File: src/rtl/interrupt_request_unit.sv
// Interrupt front end for the MCU: INTR synchronizer, edge detect, pending latch,
// I flag with post-enable lockout, INT_R qualification. Optional macro: INT_COUNT_EN.
module interrupt_request_unit #(
    parameter int SYNC_STAGES    = 2,
    parameter int LOCKOUT_CYCLES = 2
) (
    input  logic       CLK,
    input  logic       RESET,
    input  logic       INTR,
    input  logic       I_SET,
    input  logic       I_CLR,
    input  logic       INT_ACK,
    output logic       INT_R,
    output logic       I_FLAG,
    output logic       INT_PENDING,
    output logic [7:0] INT_COUNT
);

    localparam int LCW = (LOCKOUT_CYCLES > 0) ? $clog2(LOCKOUT_CYCLES + 1) : 1;
    localparam logic [LCW-1:0] LOCK_LOAD = LCW'(LOCKOUT_CYCLES);

    logic [SYNC_STAGES-1:0] sync_pipe;
    logic                   sync_q;
    logic                   sync_d;
    logic                   rise;
    logic                   pending;
    logic                   i_flag;
    logic                   set_accept;
    logic [LCW-1:0]         lock_cnt;

    assign sync_q     = sync_pipe[SYNC_STAGES-1];
    assign rise       = sync_q & ~sync_d;
    assign set_accept = I_SET & ~I_CLR & ~INT_ACK;

    // Chain and delay flop both reset low, so INTR held high across reset
    // release yields exactly one rise afterwards.
    always_ff @(posedge CLK or posedge RESET) begin
        if (RESET) begin
            sync_pipe <= '0;
            sync_d    <= 1'b0;
        end else begin
            sync_pipe <= {sync_pipe[SYNC_STAGES-2:0], INTR};
            sync_d    <= sync_q;
        end
    end

    // A fresh edge wins over a simultaneous ACK so it is not lost.
    always_ff @(posedge CLK or posedge RESET) begin
        if (RESET)
            pending <= 1'b0;
        else if (rise)
            pending <= 1'b1;
        else if (INT_ACK)
            pending <= 1'b0;
    end

    always_ff @(posedge CLK or posedge RESET) begin
        if (RESET)
            i_flag <= 1'b0;
        else if (INT_ACK || I_CLR)
            i_flag <= 1'b0;
        else if (I_SET)
            i_flag <= 1'b1;
    end

    generate
        if (LOCKOUT_CYCLES > 0) begin : g_lock
            // Keeps INT_R low long enough for one instruction after RETIE/SEI.
            always_ff @(posedge CLK or posedge RESET) begin
                if (RESET)
                    lock_cnt <= '0;
                else if (set_accept)
                    lock_cnt <= LOCK_LOAD;
                else if (lock_cnt != '0)
                    lock_cnt <= lock_cnt - 1'b1;
            end
        end else begin : g_nolock
            assign lock_cnt = '0;
        end
    endgenerate

`ifdef INT_COUNT_EN
    logic [7:0] int_cnt;

    always_ff @(posedge CLK or posedge RESET) begin
        if (RESET)
            int_cnt <= 8'h00;
        else if (INT_ACK && int_cnt != 8'hFF)
            int_cnt <= int_cnt + 8'd1;
    end

    assign INT_COUNT = int_cnt;
`else
    assign INT_COUNT = 8'h00;
`endif

    assign INT_R       = pending & i_flag & (lock_cnt == '0);
    assign I_FLAG      = i_flag;
    assign INT_PENDING = pending;

endmodule

File: config.mk
export PLATFORM = sky130hd
export DESIGN_NAME = interrupt_request_unit
export DESIGN_NICKNAME = d
export VERILOG_FILES = /design/src/rtl/interrupt_request_unit.sv
export SDC_FILE = /design/constraint.sdc
export NUM_CORES = 1
export LEC_CHECK = 0
export ABC_AREA = 1
export ABC_CLOCK_PERIOD_IN_PS = 1200
export CAP_MARGIN = 20
export CORE_AREA = 4 4 41 43
export CTS_BUF_LIST = sky130_fd_sc_hd__clkbuf_4 sky130_fd_sc_hd__clkbuf_8 sky130_fd_sc_hd__clkbuf_16
export CTS_CLUSTER_DIAMETER = 60
export DETAILED_ROUTE_END_ITERATION = 12
export DIE_AREA = 0 0 45 47
export PLACE_DENSITY = 0.53
export SLEW_MARGIN = 30
export SYNTH_ARGS = -nofsm -noshare
export SYNTH_HDL_FRONTEND = slang
export SYNTH_SLANG_ARGS = --single-unit
File: constraint.sdc
create_clock -name CLK -period 1.2 [get_ports CLK]
set_clock_uncertainty 0.05 [all_clocks]
set_input_delay 0.24 -clock CLK [delete_from_list [all_inputs] [get_ports CLK]]
set_output_delay 0.24 -clock CLK [all_outputs]
set_load 0.01 [all_outputs]
==> out/qor.yml, run 1 <==
rsz0062_at_grt: "true"
clk_pin_slew_worst_paths_ps: 50
r2r_start: "lock_cnt[0]"
setup_slack_ps: -144
avgViaCountPerCell: 3.57
die_w_um: 45
cp-end-kind: "output port"
syn_avg_cell_area_um2: 8.57
cts_num_sinks: 7
place_hpwl_um: 473
diodes: 0
grt-busiest-layer: "met2"
drive_gt1_share_pct: 33.3
dp_cells: 65
cts_hold_buf: 0
cp.required_ps: 910
insertion_delay_ps: 250
crit_family: "flip-flops"
worst_path_max_delay_cell: "dfrtp_1"
netlist_area_um2: 343
drc: 0
cts_buffers: 3
postRouteAntennaNets: 0
reg2reg_setup_slack_ps: 100
die-area_um2: 2120
track_usage_pct: 6.63
dpl-instance-area_um2: 430
finalCritPeriodShare_pct: 112
ioPinCount: 17
syn_inst: 40
design_area_um2: 493
path_depth: 5
antenna_found_initial: 0
period_minus_slack_ps: 1340
grt_max_degree: 8
p_per_area_nw_per_um2: 1800
status: "complete, but fails checks"
ys_types: 10
cp_max_fo: 2
globalRouteMet2Util_pct: 11.6
grt_pass1_vias: 275
start_util_pct: 26.3
drv_cap: 0
cts_root_buf: "clkbuf_4"
worstSetupPathType: "reg2out"
vias: 257
setup_viol: 1
port_buffers: 8
nNetsFinal: 65
routed_wl_um: 595
grt_pass1_wl_um: 972
crit_path_frequent_cell: "inv_2"
worstPathArrival_ps: 1050
slowest_delay_ps: 380
drt_iter0_markers: 0
cts_htree_levels: 1
p_leak_nw: 0.271
fmax_mhz: 744
fp.coreArea_um2: 1300
overflow: 0
cp-start-kind: "flop"
synth_seq_cells: 7
dr.pass1.iters: 1
wl_per_cell_um: 8.26
finalMaxSlewViolations: 0
yosysSeqAreaShare_pct: 51.1
crit_path_cell_trace: "inv_2 > ha_4 > inv_2 > nor2_2 > buf_2"
violations: "negative setup slack"
finalHoldViolations: 0
area_growth_pct: 43.8
rows: 13
die_y_um: 47
r2r_end: "lock_cnt[1]"
routabilityCongestion: 0.636
r2r.worst_path.cells: 6
hold_slack_ps: 159
path_buf_inv: 3
hp-class: "in2async"
ys_warn_count: 0
grt_util_met3_pct: 2.30
layout.cells.non_filler: 72
clockBufferDepth: 2
cts_tree: "yes"
ir_drop_uv: 742
grt_util_met1_pct: 6.34
[Yosys cell counts]
| master | n | area, um2 |
|---|---|---|
| o21ai_0 | 2 | 10.0 |
| inv_1 | 6 | 22.5 |
| nand3_1 | 2 | 10.0 |
| inv_2 | 1 | 3.75 |
| conb_1 | 1 | 3.75 |
| nor2_1 | 3 | 11.3 |
| ha_1 | 1 | 12.5 |
| dfrtp_1 | 7 | 175 |
| buf_4 | 8 | 60.1 |
| nand2_1 | 9 | 33.8 |
[cells by family after synthesis]
| kind of cell | count (synthesis) | synth area share (%) |
|---|---|---|
| buffers and inverters | 15 | 25.2 |
| other | 1 | 1.09 |
| AND/OR/NAND/NOR | 14 | 16.1 |
| AO/OA/AOI/OAI | 2 | 2.92 |
| flip-flops | 7 | 51.1 |
| adder cells (fa/ha/maj) | 1 | 3.65 |
[cells in the final DEF (no fill, tap or decap), drive strengths merged]
| master | instances |
|---|---|
| clkbuf | 4 |
| o21ai | 2 |
| inv | 7 |
| nor2 | 3 |
| clkdlybuf4s50 | 5 |
| nand3 | 2 |
| conb | 8 |
| ha | 1 |
| buf | 9 |
| dfrtp | 7 |
| nand2 | 9 |
[layer usage]
| metal | wire (um) | vias up |
|---|---|---|
| li1 | - | 134 |
| met1 | 229 | 114 |
| met2 | 311 | 9 |
| met3 | 54 | 0 |
| met4 | 0 | 0 |
| met5 | 0 | - |
[area by class of cell]
| class | instances | area, um2 |
|---|---|---|
| clock buffers | 4 | 30.0 |
| fillers | 143 | 808 |
| inverters | 7 | 26.3 |
| multi-input cells | 25 | 126 |
| flip-flops and latches | 7 | 175 |
| well taps | 15 | 18.8 |
| repair buffers | 14 | 116 |
[where the power goes]
group	internal [mW]	switching (mW)	total, mW
registers	0.283	0.0278	0.311
logic	0.180	0.167	0.347
clock network	0.149	0.0804	0.229
total	0.612	0.275	0.887
[repair_timing]
item,in CTS,in global routing
buffers inserted,4,2
gates resized for setup,15,6
endpoints found under the setup margin,3,4
pin swaps,3,2
[how the worst max path moves through the flow]
stage | start | end | slack, ps
global route | lock_cnt[0] | INT_R | -230
CTS | lock_cnt[0] | INT_R | -200
detailed placement | lock_cnt[0] | INT_R | -370
global placement | lock_cnt[0] | INT_R | -350
finish | lock_cnt[0] | INT_R | -140
floorplan | lock_cnt[0] | INT_R | 100
[flip-flops by register name, indices dropped and copies added (netlist names)]
signal,flops
lock_cnt,2
sync_pipe,2
INT_PENDING,1
I_FLAG,1
sync_d,1
[metrics by stage]
| stage | util [%] | total power, mW | setup slack [ps] | TNS, ps |
|---|---|---|---|---|
| floorplan | - | 0.476 | 102 | 0 |
| CTS | 37.0 | 0.870 | -202 | -220 |
| global placement | 33.1 | 0.540 | -347 | -444 |
| global route | 37.9 | 0.985 | -232 | -233 |
| finish | 37.9 | 0.887 | -144 | -144 |
| detailed placement | 33.1 | 0.545 | -366 | -486 |
Power figures use the tool's default switching activity.
==> run 2: changes to the inputs <==
--- a/config.mk
+++ b/config.mk
@@ -7,7 +7,6 @@
 export LEC_CHECK = 0
 export ABC_AREA = 1
 export ABC_CLOCK_PERIOD_IN_PS = 1200
-export CAP_MARGIN = 20
 export CORE_AREA = 4 4 41 43
 export CTS_BUF_LIST = sky130_fd_sc_hd__clkbuf_4 sky130_fd_sc_hd__clkbuf_8 sky130_fd_sc_hd__clkbuf_16
 export CTS_CLUSTER_DIAMETER = 60
==> results of run 2 <==
No change in the layout: final DEF, timing and power equal those of run 1.
==> run 3: changes to the inputs <==
--- a/config.mk
+++ b/config.mk
@@ -12,7 +12,8 @@
 export CTS_CLUSTER_DIAMETER = 60
 export DETAILED_ROUTE_END_ITERATION = 12
 export DIE_AREA = 0 0 45 47
-export PLACE_DENSITY = 0.53
+export PLACE_DENSITY_LB_ADDON = 0.15
+export REMOVE_ABC_BUFFERS = 1
 export SLEW_MARGIN = 30
 export SYNTH_ARGS = -nofsm -noshare
 export SYNTH_HDL_FRONTEND = slang
==> run 3 against run 2 <==
Setup slack worse by 20 ps. Largest power group unchanged. Register-to-register slack got worse by 140 ps. The run still ends with negative setup slack left. Die area unchanged. Final area is 7.6% higher. Critical path depth is the same. Clock power increased by 3%. Via count grew 4.3%.
==> out/qor.yml, run 3 (synthesized netlist as in run 1, its figures left out) <==
grt_pass1_wl_um: 883
cts_root_buf: "clkbuf_4"
track_usage_pct: 6.14
dr_wl_met2_um: 244
nNetsFinal: 68
insertion_delay_ps: 250
cp_max_fo: 2
clk_pin_slew_worst_paths_ps: 50
die_w_um: 45
finalMaxSlewViolations: 0
top_regs: "lock_cnt: 2 flops, sync_pipe: 2 flops"
drv_cap: 0
finalHoldViolations: 0
swShare_pct: 30.9
mostFrequentLayoutCells: "conb_1 (8), dfrtp_1 (7), nand2_1 (7), buf_4 (7), clkdlybuf4s50_1 (5)"
rsz0062_at_grt: "true"
seq_area_um2: 175
fmax_mhz: 733
p_comb_share_pct: 43.8
cp.required_ps: 910
wl_per_cell_um: 7.83
setup_slack_ps: -163
status: "complete, but fails checks"
fin_util_pct: 40.8
grt_max_degree: 8
multi_input_comb_area_um2: 128
clockBufferDepth: 2
cp-end-kind: "output port"
worstSetupPathType: "reg2out"
pwr-share-seq_pct: 31.7
finalCritPeriodShare_pct: 114
p_total_mw: 0.971
routabilityCongestion: 0.617
die-area_um2: 2120
start_util_pct: 26.3
antenna_found_initial: 0
ioPinCount: 17
routed.top_layer: "met3"
cts_htree_levels: 1
area_growth_pct: 54.7
postRouteAntennaNets: 0
hp-class: "in2async"
vias: 268
p_clk_share_pct: 24.4
violations: "negative setup slack"
drc: 0
dr.pass1.iters: 2
rows: 13
p_leak_nw: 0.288
drive_gt1_share_pct: 38.3
dp_slack_ps: -366
p_sw_mw: 0.300
intPower_mw: 0.671
ir_drop_uv: 729
n_fill_cell: 148
routed_wl_um: 587
die_y_um: 47
routedLengthMet1_um: 257
cp-start-kind: "flop"
port_buffers: 8
cts_hold_buf: 0
drt_iter0_markers: 1
period_minus_slack_ps: 1360
cts_num_sinks: 7
grt_pass1_vias: 225
fp.coreArea_um2: 1300
setup_viol: 3
place_hpwl_um: 429
cts_buffers: 3
worstPathArrival_ps: 1070
r2r.worst_path.cells: 7
overflow: 0
p_per_area_nw_per_um2: 1830
wl_met3_um: 85
cts_tree: "yes"
diodes: 0
layout_commonest_cell: "conb_1"
avgViaCountPerCell: 3.57
## run 3: path summary, 6_finish.rpt
check / startpoint / to / slack (ps)
worst max-delay path: lock_cnt[0] / INT_R / -160
worst min-delay path: RESET / lock_cnt[1] / 160
worst max register to register: lock_cnt[0] / lock_cnt[1] / -40
worst min register to register: sync_pipe[0] / sync_pipe[1] / 300
max in group asynchronous: RESET / sync_d / 730
min in group CLK: sync_pipe[0] / sync_pipe[1] / 300
## run 3: final cells by class
| cell class | instances | area share, % |
|---|---|---|
| sequential | 7 | 33.0 |
| timing repair buffer | 17 | 28.8 |
| inverter | 7 | 4.95 |
| clock buffer | 4 | 5.66 |
| tap | 15 | 3.54 |
| multi-input combinational | 25 | 24.1 |
## run 3: timing repair
action                                  CTS  global route
endpoints found under the setup margin    3             5
resized for setup                        14            10
pin swaps                                 3             4
buffers inserted                          3             2
## run 3: layer usage
layer | track usage [%] | vias up
met4 | 5.26 | 0
met3 | 2.30 | 0
met5 | 0 | -
met1 | 7.71 | 111
met2 | 8.19 | 16
li1 | - | 141
## run 3: stage by stage
step	TNS, ps	cells	hold WS [ps]	instance area (um2)
2_1_floorplan	0	39	-6.60	309
3_3_place_gp	-476	66	284	438
3_5_place_dp	-468	66	293	438
4_1_cts	-253	73	166	478
5_1_grt	-415	75	173	531
6_report	-215	75	162	531
## run 3: worst max-delay path: stages, from the launching register on
cell and delay (ps):
dfrtp_1 380, inv_2 80, ha_4 140, inv_2 40, nor2_2 60, buf_2 130
## run 3: power by group through the flow
| stage | combinational (mW) | sequential (mW) | clock [mW] |
|---|---|---|---|
| 2_1_floorplan | 0.151 | 0.305 | 0 |
| 3_3_place_gp | 0.257 | 0.304 | 0 |
| 3_5_place_dp | 0.261 | 0.305 | 0 |
| 4_1_cts | 0.309 | 0.301 | 0.242 |
| 5_1_grt | 0.491 | 0.314 | 0.260 |
| 6_report | 0.425 | 0.308 | 0.237 |
